[src/rtl/rom_pkg.sv]
`default_nettype none
//------------------------------------------------------------------------------
// rom_pkg : FSM state encoding and default widths shared by the ROM fetch path
// Rev 1.0
//------------------------------------------------------------------------------
package rom_pkg;

  localparam int DEFAULT_DATA_WIDTH = 16;
  localparam int DEFAULT_ADDR_WIDTH = 8;
  localparam int DEFAULT_FIFO_DEPTH = 4;

  typedef enum logic [1:0] {
    ST_IDLE  = 2'd0,
    ST_FETCH = 2'd1,
    ST_DRAIN = 2'd2,
    ST_FAULT = 2'd3
  } state_t;

endpackage
`default_nettype wire

[src/rtl/sync_fifo.sv]
`default_nettype none
//------------------------------------------------------------------------------
// sync_fifo : single-clock FIFO with occupancy count, head zeroed when empty
// Rev 1.0
//------------------------------------------------------------------------------
module sync_fifo
  import rom_pkg::*;
#(
  parameter int WIDTH = 8,
  parameter int DEPTH = DEFAULT_FIFO_DEPTH
) (
  input  logic                     clk,
  input  logic                     rst,
  input  logic                     push,
  input  logic [WIDTH-1:0]         push_data,
  input  logic                     pop,
  output logic [WIDTH-1:0]         head,
  output logic                     valid,
  output logic [$clog2(DEPTH):0]   count
);

  localparam int PW = $clog2(DEPTH);
  localparam int CW = PW + 1;

  logic [WIDTH-1:0] r_mem [DEPTH];
  logic [PW-1:0]    r_wr;
  logic [PW-1:0]    r_rd;
  logic [CW-1:0]    r_count;
  logic             w_pop;

  assign w_pop = pop && (r_count != '0);

  always_ff @(posedge clk) begin
    if (push) begin
      r_mem[r_wr] <= push_data;
    end
  end

  // DEPTH is a power of two, so the pointers wrap naturally.
  always_ff @(posedge clk or posedge rst) begin
    if (rst) begin
      r_wr    <= '0;
      r_rd    <= '0;
      r_count <= '0;
    end else begin
      if (push) begin
        r_wr <= r_wr + PW'(1);
      end
      if (w_pop) begin
        r_rd <= r_rd + PW'(1);
      end
      case ({push, w_pop})
        2'b10:   r_count <= r_count + CW'(1);
        2'b01:   r_count <= r_count - CW'(1);
        default: r_count <= r_count;
      endcase
    end
  end

  assign valid = (r_count != '0);
  assign head  = valid ? r_mem[r_rd] : '0;
  assign count = r_count;

endmodule
`default_nettype wire

[src/rtl/rom_fetch_sequencer.sv]
`default_nettype none
//------------------------------------------------------------------------------
// rom_fetch_sequencer : credit-limited burst reader from a 1-cycle-latency ROM
// Rev 1.0
//------------------------------------------------------------------------------
module rom_fetch_sequencer
  import rom_pkg::*;
#(
  parameter int DATA_WIDTH = DEFAULT_DATA_WIDTH,
  parameter int ADDR_WIDTH = DEFAULT_ADDR_WIDTH,
  parameter int FIFO_DEPTH = DEFAULT_FIFO_DEPTH
) (
  input  logic                  clk,
  input  logic                  rst,
  input  logic                  start,
  input  logic [ADDR_WIDTH-1:0] start_addr,
  input  logic [ADDR_WIDTH-1:0] last_addr,
  output logic [ADDR_WIDTH-1:0] address,
  input  logic [DATA_WIDTH-1:0] data,
  input  logic                  error,
  output logic [DATA_WIDTH-1:0] out_data,
  output logic [ADDR_WIDTH-1:0] out_addr,
  output logic                  out_valid,
  input  logic                  out_ready,
  output logic                  busy,
  output logic                  done,
  output logic                  fault
);

  localparam int CW = $clog2(FIFO_DEPTH) + 1;
  localparam int FW = ADDR_WIDTH + DATA_WIDTH;
  localparam logic [CW:0] CREDIT_MAX = (CW + 1)'(FIFO_DEPTH);

  state_t                r_state;
  state_t                w_next;
  logic [ADDR_WIDTH-1:0] r_addr;
  logic [ADDR_WIDTH-1:0] r_last;
  logic [ADDR_WIDTH-1:0] r_flight_addr;
  logic                  r_inflight;

  logic [CW-1:0]         w_count;
  logic                  w_fifo_valid;
  logic [FW-1:0]         w_head;
  logic [CW:0]           w_credit_used;
  logic                  w_credit_ok;
  logic                  w_err_cap;
  logic                  w_push;
  logic                  w_pop;
  logic                  w_issue;
  logic                  w_done;

  // Words already buffered plus the one in the ROM pipe must leave room.
  assign w_credit_used = {1'b0, w_count} + {{CW{1'b0}}, r_inflight};
  assign w_credit_ok   = (w_credit_used < CREDIT_MAX);

  assign w_err_cap = r_inflight && error;
  assign w_push    = r_inflight && !error;
  assign w_pop     = w_fifo_valid && out_ready;
  assign w_issue   = (r_state == ST_FETCH) && w_credit_ok && !w_err_cap;

  sync_fifo #(
    .WIDTH (FW),
    .DEPTH (FIFO_DEPTH)
  ) u_fifo (
    .clk       (clk),
    .rst       (rst),
    .push      (w_push),
    .push_data ({r_flight_addr, data}),
    .pop       (w_pop),
    .head      (w_head),
    .valid     (w_fifo_valid),
    .count     (w_count)
  );

  always_ff @(posedge clk or posedge rst) begin
    if (rst) begin
      r_state <= ST_IDLE;
    end else begin
      r_state <= w_next;
    end
  end

  always_comb begin
    w_next = r_state;
    w_done = 1'b0;
    case (r_state)
      ST_IDLE: begin
        if (start) begin
          w_next = (start_addr > last_addr) ? ST_FAULT : ST_FETCH;
        end
      end
      ST_FETCH: begin
        if (w_err_cap) begin
          w_next = ST_FAULT;
        end else if (w_issue && (r_addr == r_last)) begin
          w_next = ST_DRAIN;
        end
      end
      ST_DRAIN: begin
        if (w_err_cap) begin
          w_next = ST_FAULT;
        end else if (!r_inflight && !w_fifo_valid) begin
          w_next = ST_IDLE;
          w_done = 1'b1;
        end
      end
      ST_FAULT: begin
        if (start && !w_fifo_valid) begin
          w_next = ST_IDLE;
        end
      end
      default: w_next = ST_IDLE;
    endcase
  end

  // The counter parks on the final address so an all-ones end never wraps.
  always_ff @(posedge clk or posedge rst) begin
    if (rst) begin
      r_addr        <= '0;
      r_last        <= '0;
      r_flight_addr <= '0;
      r_inflight    <= 1'b0;
    end else begin
      r_inflight <= w_issue;
      if (w_issue) begin
        r_flight_addr <= r_addr;
      end
      if ((r_state == ST_IDLE) && start) begin
        r_addr <= start_addr;
        r_last <= last_addr;
      end else if (w_issue && (r_addr != r_last)) begin
        r_addr <= r_addr + ADDR_WIDTH'(1);
      end
    end
  end

  assign address   = r_addr;
  assign out_valid = w_fifo_valid;
  assign out_data  = w_head[DATA_WIDTH-1:0];
  assign out_addr  = w_head[FW-1:DATA_WIDTH];
  assign busy      = (r_state == ST_FETCH) || (r_state == ST_DRAIN);
  assign done      = w_done;
  assign fault     = (r_state == ST_FAULT);

endmodule
`default_nettype wire
[config.mk]
export PLATFORM = sky130hd
export DESIGN_NAME = rom_fetch_sequencer
export DESIGN_NICKNAME = d
export VERILOG_FILES = /design/src/rtl/rom_pkg.sv /design/src/rtl/sync_fifo.sv /design/src/rtl/rom_fetch_sequencer.sv
export SDC_FILE = /design/constraint.sdc
export NUM_CORES = 1
export LEC_CHECK = 0
export ABC_AREA = 1
export CORE_MARGIN = 1.5
export CORE_UTILIZATION = 46
export DETAILED_ROUTE_END_ITERATION = 10
export HOLD_SLACK_MARGIN = 0.06
export PLACE_DENSITY = 0.7
export SLEW_MARGIN = 20
export SYNTH_ARGS = -nofsm -noshare
export SYNTH_HDL_FRONTEND = slang
export SYNTH_SLANG_ARGS = --single-unit
[constraint.sdc]
create_clock -name clk -period 3.5 [get_ports clk]
set_input_delay 0.7 -clock clk [delete_from_list [all_inputs] [get_ports clk]]
set_output_delay 0.7 -clock clk [all_outputs]
set_load 0.03 [all_outputs]
==> results of run 1 <==
==> logic make-up after synthesis <==
family / share of synthesized area [%]
buf+inv: 5.22
simple gates: 15.2
xor+xnor: 1.49
flops: 63.3
compound gates: 10.4
fa+ha+maj: 4.37
==> worst paths after layout <==
kind / end / startpoint / depth (start not counted) / slack, ns
max: out_data[4] / u_fifo.r_rd[0] / 5 / 0.34
max reg2reg: u_fifo.count[2] / u_fifo.count[0] / 11 / 1.24
min: r_last[6] / r_last[6] / 2 / 0.50
max in group asynchronous: r_flight_addr[0] / rst / 3 / 2.47
min reg2reg: r_last[6] / r_last[6] / 2 / 0.50
min in group asynchronous: u_fifo.count[1] / rst / 3 / 0.71
==> Yosys cell counts <==
master    instances
nor2_1          115
edfxtp_1         96
o21ai_0          73
nand2_1          69
inv_1            38
dfrtp_1          34
a21oi_1          29
ha_1             19
nand3_1          14
clkbuf_1         11
inv_2             6
xnor2_1           6
buf_2             5
o21ai_2           5
buf_6             4
nand4_1           4
xor2_1            4
nand2_2           3
buf_1             2
buf_4             2
nand2_4           2
nor3_4            2
a21oi_2           1
a22oi_2           1
a22oi_4           1
a31oi_1           1
clkbuf_2          1
clkinv_1          1
fa_1              1
nor2_2            1
nor2_4            1
nor3_1            1
nor4_1            1
o21a_1            1
o21ai_1           1
or2_2             1
==> worst max-delay path, stage by stage (launching register included) <==
cell and delay [ns]:
dfrtp_1 0.37, inv_1 0.34, buf_4 0.31, o21ai_0 0.13, a21oi_1 0.19, clkdlybuf4s50_1 0.70
==> power breakdown <==
| part | switching (uW) | leakage (uW) | internal (uW) |
|---|---|---|---|
| clock | 599 | 0.000273 | 1100 |
| combinational | 1880 | 0.00132 | 1080 |
| sequential | 228 | 0.00128 | 1960 |
| total | 2700 | 0.00288 | 4150 |
==> per-stage QoR <==
step | power (uW) | area, um^2
floorplan | 4220 | 5900
detailed placement | 5190 | 6760
CTS | 6920 | 7330
global route | 7280 | 7330
finish | 6850 | 7330
global placement | 5100 | 6760
==> sequential cells by signal, indices dropped and copies added, names as in the netlist <==
name,flops
u_fifo.r_rd,2
r_flight_addr,8
u_fifo.r_wr,2
u_fifo.r_mem,96
u_fifo.count,3
r_state,2
r_last,8
address,8
r_inflight,1
==> per-layer routing <==
metal	part of all wire (%)	wire [um]
met5	0	0
met4	0.98	121
met3	4.0	494
met2	51	6280
met1	44	5400
==> area by class of cell <==
cell class	count	area share, %
inverters	45	2.30
well taps	172	2.93
clock buffers	19	5.90
clock inverters	13	1.94
flip-flops and latches	130	50.9
repair buffers	82	10.6
multi-input cells	357	25.4
==> flow_summary.toml, run 1 <==
[run_status]
outcome = "complete, no violations"

[detailed_routing]
drt_first_pass_iters = 4
drt_iter0_drc = 432
num_vias = 4141
routed_wl_um = 12300
via_per_inst = 5.06
route.detailed.drc = 0
ant_nets = 0
wl_per_cell_um = 15.0

[timing]
worst_pin_slew_ns = 0.893
holdWs_ns = 0.502
rsz0062_at_grt = "no"
finalSetupViolCount = 0
min_period_over_period_pct = 90.1
fmax_ghz = 0.317
max-slew-margin-rel_pct = 40.4
tns_ns = 0
hold_violations = 0
fin_ws_ns = 0.345
post-route-min-period_ns = 3.16
final_max_slew_viol_count = 0
finClkSkew_ns = 0.00530

[synthesis]
synth_area_per_cell_um2 = 10.6
synth_nets = 614
synth-seq-cells = 130
yosysWarningCount = 0
synth_cell_types = 36
mappedNetlistArea_mm2 = 0.00590
ys_seq_area_share_pct = 63.3
syn_inst = 557
synth_top_area_share_pct = 48.9
synth_area_leader_cell = "edfxtp_1"
synth_area_leaders = "edfxtp_1 (49%), dfrtp_1 (14%), nor2_1 (7.3%)"

[final_layout]
multiInputGateArea_mm2 = 0.00187
layout_common_cells = "nor2_1 (111), edfxtp_1 (96), o21ai_0 (73)"
fill_cells = 1040
register_area_mm2 = 0.00373
stdcell_count = 818
layout_commonest_cell = "nor2_1"
drive_above_1_share_pct = 11.1
area_growth_syn_to_layout_pct = 24.4
n_antenna_cell = 0
fin_util_pct = 58.4
nets = 690

[clock_network]
cts_resized = 0
clk_pin_slew_ns = 0.05
cts.sinks = 130
cts_htree_levels = 4
post-cts-setup-buffers = 0
clock_latency_ns = 0.40
root_buffer = "clkbuf_16"
clockBufferDepth = 2
cts_tree = "yes"
hold_buffers = 0
cts_made_buffers = 17

[global_route]
overflow = 0
grt_util_all_layers_pct = 19.3
grt_start_max_net_pins = 50
met2_usage_pct = 33.7
busiest_layer = "met2"
use_met1_pct = 23.9
antenna_found_initial = 0
grt_pass1_wl_um = 19800
grt_util_met3_pct = 4.93
grt_pass1_vias = 4128

[die]
die_w_um = 116
pin_count = 73
dieHeight_um = 116
initial_core_util_pct = 46.9
core-area_mm2 = 0.0126
die-area_mm2 = 0.0135
rows = 41

[placed_design]
dp.cells = 786
gp_congestion = 0.760
pre_cts_slack_ns = 0.735
port_buffers = 72
dp_hpwl_um = 7760

[worst_setup_path]
endpoint_kind = "output port"
crit_path_max_fanout = 20
arrival_ns = 2.46
criticalPathCategory = "reg -> out"
cp-start-kind = "flop"
worstPathRequired_ns = 2.80

[power_and_ir_drop]
p_per_area_mw_per_mm2 = 934
p_leak_uw = 0.00288
ir_drop_mv = 0.400

[worst_hold_path]
hp-class = "reg -> reg"

[flow_run]
maxCapViolCount = 0
Power figures use the tool's default switching activity.
==> run 2: changes to the inputs <==
--- a/config.mk
+++ b/config.mk
@@ -8,6 +8,7 @@
 export ABC_AREA = 1
 export CORE_MARGIN = 1.5
 export CORE_UTILIZATION = 46
+export CTS_BUF_LIST = sky130_fd_sc_hd__clkbuf_2 sky130_fd_sc_hd__clkbuf_4 sky130_fd_sc_hd__clkbuf_8
 export DETAILED_ROUTE_END_ITERATION = 10
 export HOLD_SLACK_MARGIN = 0.06
 export PLACE_DENSITY = 0.7
==> flow_summary.toml, run 2 (same netlist as run 1, synthesis figures left out) <==
[run_status]
outcome = "complete, no violations"

[timing]
min_period_over_period_pct = 91.2
worst_pin_slew_ns = 0.910
final_max_slew_viol_count = 0
fmax_ghz = 0.313
tns_ns = 0
rsz0062_at_grt = "no"
max-slew-margin-rel_pct = 39.3
post-route-min-period_ns = 3.19
hold_violations = 0
finalSetupViolCount = 0
holdWs_ns = 0.508
finClkSkew_ns = 0.00804

[global_route]
grt_pass1_vias = 4086
grt_util_all_layers_pct = 19.1
antenna_found_initial = 0
overflow = 0
grt_start_max_net_pins = 50
grt_pass1_wl_um = 19700

[final_layout]
area_growth_syn_to_layout_pct = 21.3
largest_register_ffs = 96
nets = 690
regMostFlops = "u_fifo.r_mem"
layout_commonest_cell = "nor2_1"
fin_area_mm2 = 0.00715
n_antenna_cell = 0
drive_above_1_share_pct = 11.5
stdcell_count = 818
layout_common_cells = "nor2_1 (111), edfxtp_1 (96), o21ai_0 (73)"

[worst_setup_path]
crit_buf_inv = 3
critical-path-top-delay-family = "buffers and inverters"
cp_slowest_cell = "clkdlybuf4s50_1"
criticalPathCategory = "reg -> out"
cp-start-kind = "flop"
critPathMaxStageDelay_ns = 0.70
worstPathRequired_ns = 2.80
arrival_ns = 2.49
endpoint_kind = "output port"
crit_path_max_fanout = 20
path_cells = "inv_1 > buf_4 > o21ai_0 > a21oi_1 > clkdlybuf4s50_1"

[power_and_ir_drop]
p_sw_uw = 2650
clkPwrFrac_pct = 19.7
p_leak_uw = 0.00280
ir_drop_mv = 0.378
p_per_area_mw_per_mm2 = 895
p_int_uw = 3750
switching_share_pct = 41.4
seqPwrFrac_pct = 34.2
combinationalPowerShare_pct = 46.1

[clock_network]
clk_pin_slew_ns = 0.07
clock_latency_ns = 0.43
cts_tree = "yes"
cts_htree_levels = 4
cts_made_buffers = 17
cts.sinks = 130
root_buffer = "clkbuf_8"
hold_buffers = 0
post-cts-setup-buffers = 0
clockBufferDepth = 2
cts_resized = 0

[die]
die_w_um = 116
initial_core_util_pct = 46.9
rows = 41
pin_count = 73
dieHeight_um = 116
core-area_mm2 = 0.0126
die-area_mm2 = 0.0135

[detailed_routing]
drt_iter0_drc = 443
num_vias = 4080
ant_nets = 0
wl_per_cell_um = 14.9
routed_wl_um = 12200
drt_first_pass_iters = 4
route.detailed.drc = 0
via_per_inst = 4.99

[placed_design]
gp_congestion = 0.760
port_buffers = 72
dp.cells = 786
dpl_cell_area_mm2 = 0.00676
dp_hpwl_um = 7760

[flow_run]
maxCapViolCount = 0

[worst_hold_path]
hp-class = "reg -> reg"
## run 2: cell counts in the layout (fill, tap and decap cells not counted)
Identical to the previous run, type by type.
## run 2: path summary, 6_finish.rpt
check / from / endpoint / slack, ns / cells after the start
setup / recovery: u_fifo.r_rd[0] / out_data[4] / 0.31 / 5
hold / removal: r_last[4] / r_last[4] / 0.51 / 2
setup reg to reg: u_fifo.count[0] / u_fifo.count[2] / 1.26 / 11
hold reg to reg: r_last[4] / r_last[4] / 0.51 / 2
max in group asynchronous: rst / r_flight_addr[0] / 2.50 / 3
min in group asynchronous: rst / u_fifo.count[0] / 0.68 / 3
## run 2: final cells by class
class	instances	area, um^2
clock buffers	19	249
inverters	45	169
repair buffers	82	776
well taps	172	215
clock inverters	13	143
multi-input cells	357	1870
fillers	1074	5420
flip-flops and latches	130	3730
## run 2: layer usage
| metal | track usage (%) | vias to the layer above | share of wire, % |
|---|---|---|---|
| met3 | 4.93 | 17 | 4.4 |
| met4 | 5.53 | 0 | 1.3 |
| met2 | 32.0 | 102 | 49 |
| li1 | - | 2030 | - |
| met5 | 0 | - | 0 |
| met1 | 24.6 | 1931 | 45 |
## run 2: power groups by stage
stage                     clock [uW]  combinational (uW)  sequential (uW)
after global routing            1350                3250             2220
final                           1260                2950             2190
after global placement             0                2900             2200
after CTS                       1280                2990             2190
after detailed placement           0                2980             2220
after floorplan                    0                2010             2210
## run 2: through the flow
step,setup WS (ns),power (uW),utilization [%]
detailed placement,0.735,5190,53.8
CTS,0.257,6450,56.9
global route,0.174,6820,56.9
floorplan,0.892,4220,-
finish,0.309,6400,56.9
global placement,0.769,5100,53.8
## run 2: worst reg2reg max path, stage by stage, from the launching register on
cell     delay, ns
dfrtp_1       0.44
nor3_4        0.23
buf_4         0.36
inv_2         0.11
nand2_1       0.11
inv_1         0.08
ha_1          0.20
inv_1         0.10
fa_1          0.20
a21oi_1       0.07
o21ai_0       0.11
xor2_1        0.17
==> run 3: changes to the inputs <==
--- a/config.mk
+++ b/config.mk
@@ -6,13 +6,14 @@
 export NUM_CORES = 1
 export LEC_CHECK = 0
 export ABC_AREA = 1
+export ABC_CLOCK_PERIOD_IN_PS = 3500
 export CORE_MARGIN = 1.5
 export CORE_UTILIZATION = 46
 export CTS_BUF_LIST = sky130_fd_sc_hd__clkbuf_2 sky130_fd_sc_hd__clkbuf_4 sky130_fd_sc_hd__clkbuf_8
 export DETAILED_ROUTE_END_ITERATION = 10
+export GPL_ROUTABILITY_DRIVEN = 1
 export HOLD_SLACK_MARGIN = 0.06
 export PLACE_DENSITY = 0.7
-export SLEW_MARGIN = 20
 export SYNTH_ARGS = -nofsm -noshare
 export SYNTH_HDL_FRONTEND = slang
 export SYNTH_SLANG_ARGS = --single-unit
==> results of run 3 <==
Same layout as run 2: the final DEF is identical, and so are final timing and power.
==> variant 1: new RTL, settings of run 1 <==
Change the package constant `DEFAULT_ADDR_WIDTH` from 8 to 9.
--- a/src/rtl/rom_pkg.sv
+++ b/src/rtl/rom_pkg.sv
@@ -7,5 +7,5 @@
 
   localparam int DEFAULT_DATA_WIDTH = 16;
-  localparam int DEFAULT_ADDR_WIDTH = 8;
+  localparam int DEFAULT_ADDR_WIDTH = 9;
   localparam int DEFAULT_FIFO_DEPTH = 4;
 
Interface: changed (resized address, last_addr, out_addr and start_addr); port bits go from 73 to 77. No check against the original RTL was run, so the function may have changed too.
==> variant 1 against run 1 <==
Sequential cell count increased by 7; synthesized area increased by 4.3%; wire length increased by 4.1%; register-to-register slack got worse by 0.06 ns; cell area increased by 4.8%; setup slack improved by 0.24 ns; power increased by 6.5%; sequential share of layout area increased by 0.22 points; critical path depth decreased by 1; highest routed layer unchanged.
==> variant 1: results (changes against run 1) <==
Global route
  • Global-route usage over all layers: 0.1888 (was 0.1934)
  • First-pass GRT wire length: 20580 um (was 19840 um)
  • Number of global-route vias before repair: 4266 (was 4128)
  • Largest net degree at the start of global routing: 52 (was 50)
  • Initial antenna violation count: 0 (unchanged)

Placed design
  • Post-Place Cells: 822 (was 786)
  • Port Buffers: 76 (was 72)
  • Final GP Congestion: 0.7932 (was 0.7604)
  • Post-DP HPWL: 7818 um (was 7764 um)

Synthesis
  • Area contributors post-synth: edfxtp_1, dfrtp_1, nor2_1 (unchanged)
  • Mapped Nets: 646 (was 614)
  • Library cells used by synthesis: 32 (was 36)
  • Synth top cells by count: nor2_1, edfxtp_1, o21ai_0 (unchanged)
  • Post-Syn Instances: 586 (was 557)
  • Syn. warnings: 0 (unchanged)
  • Async SR Flop Fraction: 0.2701 (was 0.2615)
  • Ys flop type: edfxtp_1 (unchanged)
  • Number of flops mapped to enable cells by yosys: 100 (was 96)
  • Seq/Total Area, Yosys: 0.6389 (was 0.6331)

Detailed routing
  • Post-DR vias/cell: 5.119 (was 5.062)
  • Post-route ant nets: 0 (unchanged)
  • DR DRC count: 0 (unchanged)
  • Iter 0 DRT Violations: 351 (was 432)
  • First-pass DRT Iterations: 5 (was 4)
  • DR vias: 4372 (was 4141)
  • Final WL: 12810 um (was 12300 um)

Clocking
  • Clock root buffer: clkbuf_16 (unchanged)
  • Post-CTS setup buffer count: 0 (unchanged)
  • Clk_lat worst skew: 0.41 ns
  • Post-CTS sizing: 0 (unchanged)
  • Clock slew at reported path FFs: 0.06 ns
  • CTS Buf Count: 17 (unchanged)
  • CTS H-tree depth: 4 (unchanged)
  • Maximum clock insertion buffer count: 2 (unchanged)

Final layout
  • Share of layout cells above drive strength 1: 0.1254 (was 0.1115)
  • Diode count: 0 (unchanged)
  • Max FFs per register: 100 (was 96)
  • Fillers: 1102 (was 1040)
  • Final net count: 725 (was 690)
  • Largest Register: u_fifo.r_mem (unchanged)

Power
  • Max IR drop VDD: 398.4 uV (was 399.6 uV)
  • Leakage: 3.025 nW (was 2.882 nW)
  • Psw: 2.925 mW (was 2.704 mW)

STA
  • Setup Skew: 0.01643 ns (was 0.005297 ns)
  • Relative slew slack: 0.5041 (was 0.4042)
  • Setup TNS Final: 0 ns (unchanged)

Min path
  • Min-delay worst type: reg2reg (unchanged)

Critical path
  • Critical Path Fanout Max: 26 (was 20)
  • Worst path arrival time: 2.22 ns (was 2.46 ns)

Status
  • Outcome: finished clean (unchanged)
variant 1: cell count changes after synthesis, moves of 3 or more:
cell      delta
nor2_1       +9
o21ai_2      -5
o21ai_0      +4
edfxtp_1     +4
dfrtp_1      +3
clkbuf_1     +5
nand2_1      +5
o21ai_1      +4
nand3b_1     +3
a21oi_1      +5
variant 1: routing by layer:
| layer | up-vias | part of all wire | global-route usage |
|---|---|---|---|
| li1 | 2128 | - | - |
| met1 | 2106 | 0.43 | 0.2326 |
| met2 | 126 | 0.51 | 0.3303 |
| met3 | 12 | 0.047 | 0.04102 |
| met4 | 0 | 0.013 | 0.06250 |
| met5 | - | 0 | 0 |
variant 1: metrics by stage:
step           hold slack (ns)  setup WS, ns  power, mW    util  cell area [um2]
2_1_floorplan           0.4732        0.8488      4.416       -             6150
3_3_place_gp            0.4865        0.9197      5.415  0.5383             7072
3_5_place_dp            0.4932        0.9192      5.493  0.5383             7072
4_1_cts                 0.5085        0.5539      7.347  0.5850             7685
5_1_grt                 0.5486        0.4887      7.727  0.5850             7685
6_report                0.5080        0.5833      7.298  0.5850             7685
variant 1: path summary, 6_finish.rpt:
path / startpoint / endpoint / slack, ns / depth (start not counted)
setup / recovery: u_fifo.count[0] / out_valid / 0.58 / 4
hold / removal: r_last[6] / r_last[6] / 0.51 / 2
setup reg to reg: u_fifo.count[0] / u_fifo.count[1] / 1.18 / 9
hold reg to reg: r_last[6] / r_last[6] / 0.51 / 2
max in group asynchronous: rst / r_flight_addr[0] / 2.45 / 3
min in group asynchronous: rst / u_fifo.r_rd[1] / 0.71 / 3
variant 1: final cells by class:
cell class / count / area (um2) / share of cell area
repair buffers: 86 / 823.3 / 0.1071
clock inverters: 15 / 187.7 / 0.02442
well taps: 176 / 220.2 / 0.02866
flip-flops and latches: 137 / 3929 / 0.5112
inverters: 44 / 165.2 / 0.02149
multi-input cells: 379 / 1934 / 0.2517
clock buffers: 17 / 425.4 / 0.05536
variant 1: worst max-delay path, stage by stage, from the launching register on:
cell and delay (ns):
dfrtp_1 0.43, nor3_4 0.21, buf_4 0.35, inv_1 0.18, clkdlybuf4s50_1 0.63
variant 1: logic make-up (layout without fill, tap and decap cells):
kind of cell,count (synthesis),count (layout),share of synthesized area
compound gates,121,121,0.1007
xor+xnor,12,12,0.01831
fa+ha+maj,21,21,0.04395
buf+inv,70,162,0.04822
flops,137,137,0.6389
simple gates,225,225,0.1500
variant 1: power groups by stage:
stage	clock network (mW)	registers (mW)	logic [mW]
global placement	0	2.34	3.07
floorplan	0	2.37	2.04
detailed placement	0	2.36	3.13
CTS	1.85	2.33	3.16
global route	1.92	2.38	3.43
finish	1.83	2.34	3.13
==> variant 2: new RTL, settings of run 1 <==
Made on the original files. Re-encode `state_t` (4 states) as Gray code, 2 bits wide.
--- a/src/rtl/rom_pkg.sv
+++ b/src/rtl/rom_pkg.sv
@@ -11,8 +11,8 @@
 
   typedef enum logic [1:0] {
-    ST_IDLE  = 2'd0,
-    ST_FETCH = 2'd1,
-    ST_DRAIN = 2'd2,
-    ST_FAULT = 2'd3
+    ST_IDLE  = 2'b00,
+    ST_FETCH = 2'b01,
+    ST_DRAIN = 2'b11,
+    ST_FAULT = 2'b10
   } state_t;
 
Check against the original RTL: same outputs for any inputs over 4 cycles, from zero or initial values and one cycle with rst high; so few cycles prove little.
==> variant 2 against run 1 <==
Clock power rose by 5%; cell area fell by 0.26%; synthesized area fell by 1.4%; register-to-register slack better by 0.20 ns; first-iteration DRC count decreased by 50%; sequential cell count did not move; cell count increased by 2.6%; wire length fell by 4.1%; maximum frequency up 2.2%; power rose by 0.54%; hold slack improved by 0.00063 ns; setup slack gained 0.069 ns; clock skew grew 0.0052 ns.
==> variant 2: results (changes against run 1) <==
Status
  • Outcome: finished clean (unchanged)

Power
  • Switching share of total power: 0.3955 (was 0.3945)
  • Max IR drop VDD: 413.9 uV (was 399.6 uV)
  • Part of the power in registers: 0.320 (about the same)
  • Cell internal pwr: 4.165 mW (was 4.150 mW)
  • Clock power frac: 0.258 (was 0.248)
  • Leakage: 2.954 nW (was 2.882 nW)

STA
  • Relative slew slack: 0.4077 (was 0.4042)
  • Setup Skew: 0.01048 ns (was 0.005297 ns)

Synthesis
  • Ys flop type: edfxtp_1 (unchanged)
  • Synth top cells by count: nor2_1, edfxtp_1, nand2_1 (was nor2_1, edfxtp_1, o21ai_0)
  • Mapped Nets: 633 (was 614)
  • Synth Area per Inst: 10.01 um2 (was 10.59 um2)
  • Async SR Flop Fraction: 0.2615 (unchanged)
  • Seq/Total Area, Yosys: 0.6420 (was 0.6331)
  • Area contributors post-synth: edfxtp_1, dfrtp_1, nor2_1 (unchanged)
  • Number of flops mapped to enable cells by yosys: 96 (unchanged)
  • Syn. warnings: 0 (unchanged)
  • Library cells used by synthesis: 30 (was 36)

Clocking
  • Post-CTS sizing: 0 (unchanged)
  • CTS tree: done (unchanged)
  • CTS Buf Count: 17 (unchanged)
  • CTS H-tree depth: 4 (unchanged)
  • Clock slew at reported path FFs: 0.06 ns
  • Maximum clock insertion buffer count: 2 (unchanged)
  • Clock root buffer: clkbuf_16 (unchanged)
  • Post-CTS setup buffer count: 0 (unchanged)
  • Clk_lat worst skew: 0.40 ns (about the same)

Detailed routing
  • DR vias: 4141 (unchanged)
  • First-pass DRT Iterations: 4 (unchanged)
  • Iter 0 DRT Violations: 214 (was 432)
  • Final WL: 11790 um (was 12300 um)

Placed design
  • Post-Place Cells: 807 (was 786)
  • Final GP Congestion: 0.7974 (was 0.7604)
  • Post-DP HPWL: 7369 um (was 7764 um)
  • Port Buffers: 72 (unchanged)
  • DP Area: 0.006708 mm2 (was 0.006759 mm2)
  • Dpl ws: 0.8385 ns (was 0.7345 ns)

Final layout
  • Fillers: 1023 (was 1040)
  • Share of layout cells above drive strength 1: 0.1058 (was 0.1115)
  • Max FFs per register: 96 (unchanged)
  • Post-Layout Cell Count: 839 (was 818)
  • Final net count: 710 (was 690)
  • Diode count: 0 (unchanged)
  • Largest Register: u_fifo.r_mem (unchanged)

Critical path
  • Worst path arrival time: 2.39 ns (was 2.46 ns)
  • CP max stage cell: clkdlybuf4s50_1 (unchanged)
  • Critical Path Fanout Max: 49 (was 20)
  • Largest stage delay, worst path: 0.68 ns (was 0.70 ns)

Global route
  • Largest net degree at the start of global routing: 50 (unchanged)
  • Global-route usage over all layers: 0.1875 (was 0.1934)
  • Initial antenna violation count: 0 (unchanged)
  • First-pass GRT wire length: 18980 um (was 19840 um)
  • Number of global-route vias before repair: 4006 (was 4128)

Floorplanning
  • CORE AREA: 0.01216 mm2 (was 0.01257 mm2)

Min path
  • Min-delay worst type: reg2reg (unchanged)
variant 2: cell types whose count changed in the layout (fill, tap and decap cells not counted), sizes merged, moves of 5 or more:
cell	change
a21oi	+8
xnor2	-5
inv	+10
nor2	+11
ha	-5
nand3	+10
o21ai	-17
nand2	+24
variant 2: final timing paths:
| kind | from | to | slack, ns | cells after the start |
|---|---|---|---|---|
| max | u_fifo.r_rd[0] | out_data[7] | 0.41 | 6 |
| min | u_fifo.count[0] | u_fifo.count[0] | 0.50 | 1 |
| max reg2reg | u_fifo.count[1] | u_fifo.count[2] | 1.44 | 10 |
| min reg2reg | u_fifo.count[0] | u_fifo.count[0] | 0.50 | 1 |
| max in group asynchronous | rst | r_flight_addr[3] | 2.47 | 3 |
| min in group asynchronous | rst | r_flight_addr[7] | 0.71 | 3 |
variant 2: routing by layer:
metal	GRT usage	share of wire	wire, um
met2	0.3183	0.50	5919
met5	0	0	0
met1	0.2343	0.44	5213
met4	0.05926	0.0086	102
met3	0.05230	0.047	557
variant 2: cell type report:
cell class	instances	area, um2	share of cell area
inverters	50	187.7	0.02565
repair buffers	82	775.7	0.1060
well taps	168	210.2	0.02873
multi-input cells	377	1800	0.2461
clock inverters	15	182.7	0.02497
clock buffers	17	425.4	0.05815
flip-flops and latches	130	3734	0.5103
variant 2: cells by family after synthesis:
group           Yosys count  share of synthesized area
compound gates          102                    0.09058
xor+xnor                  4                   0.006025
fa+ha+maj                15                    0.03356
buf+inv                  74                    0.05013
flops                   130                     0.6420
simple gates            256                     0.1777
variant 2: worst max-delay path: cells and delay by family, from the launching register on:
family                 cells  cell delay (ns)
buffers and inverters      2             1.12
AND/OR/NAND/NOR            2             0.23
AO/OA/AOI/OAI              2             0.27
flip-flops                 1             0.34
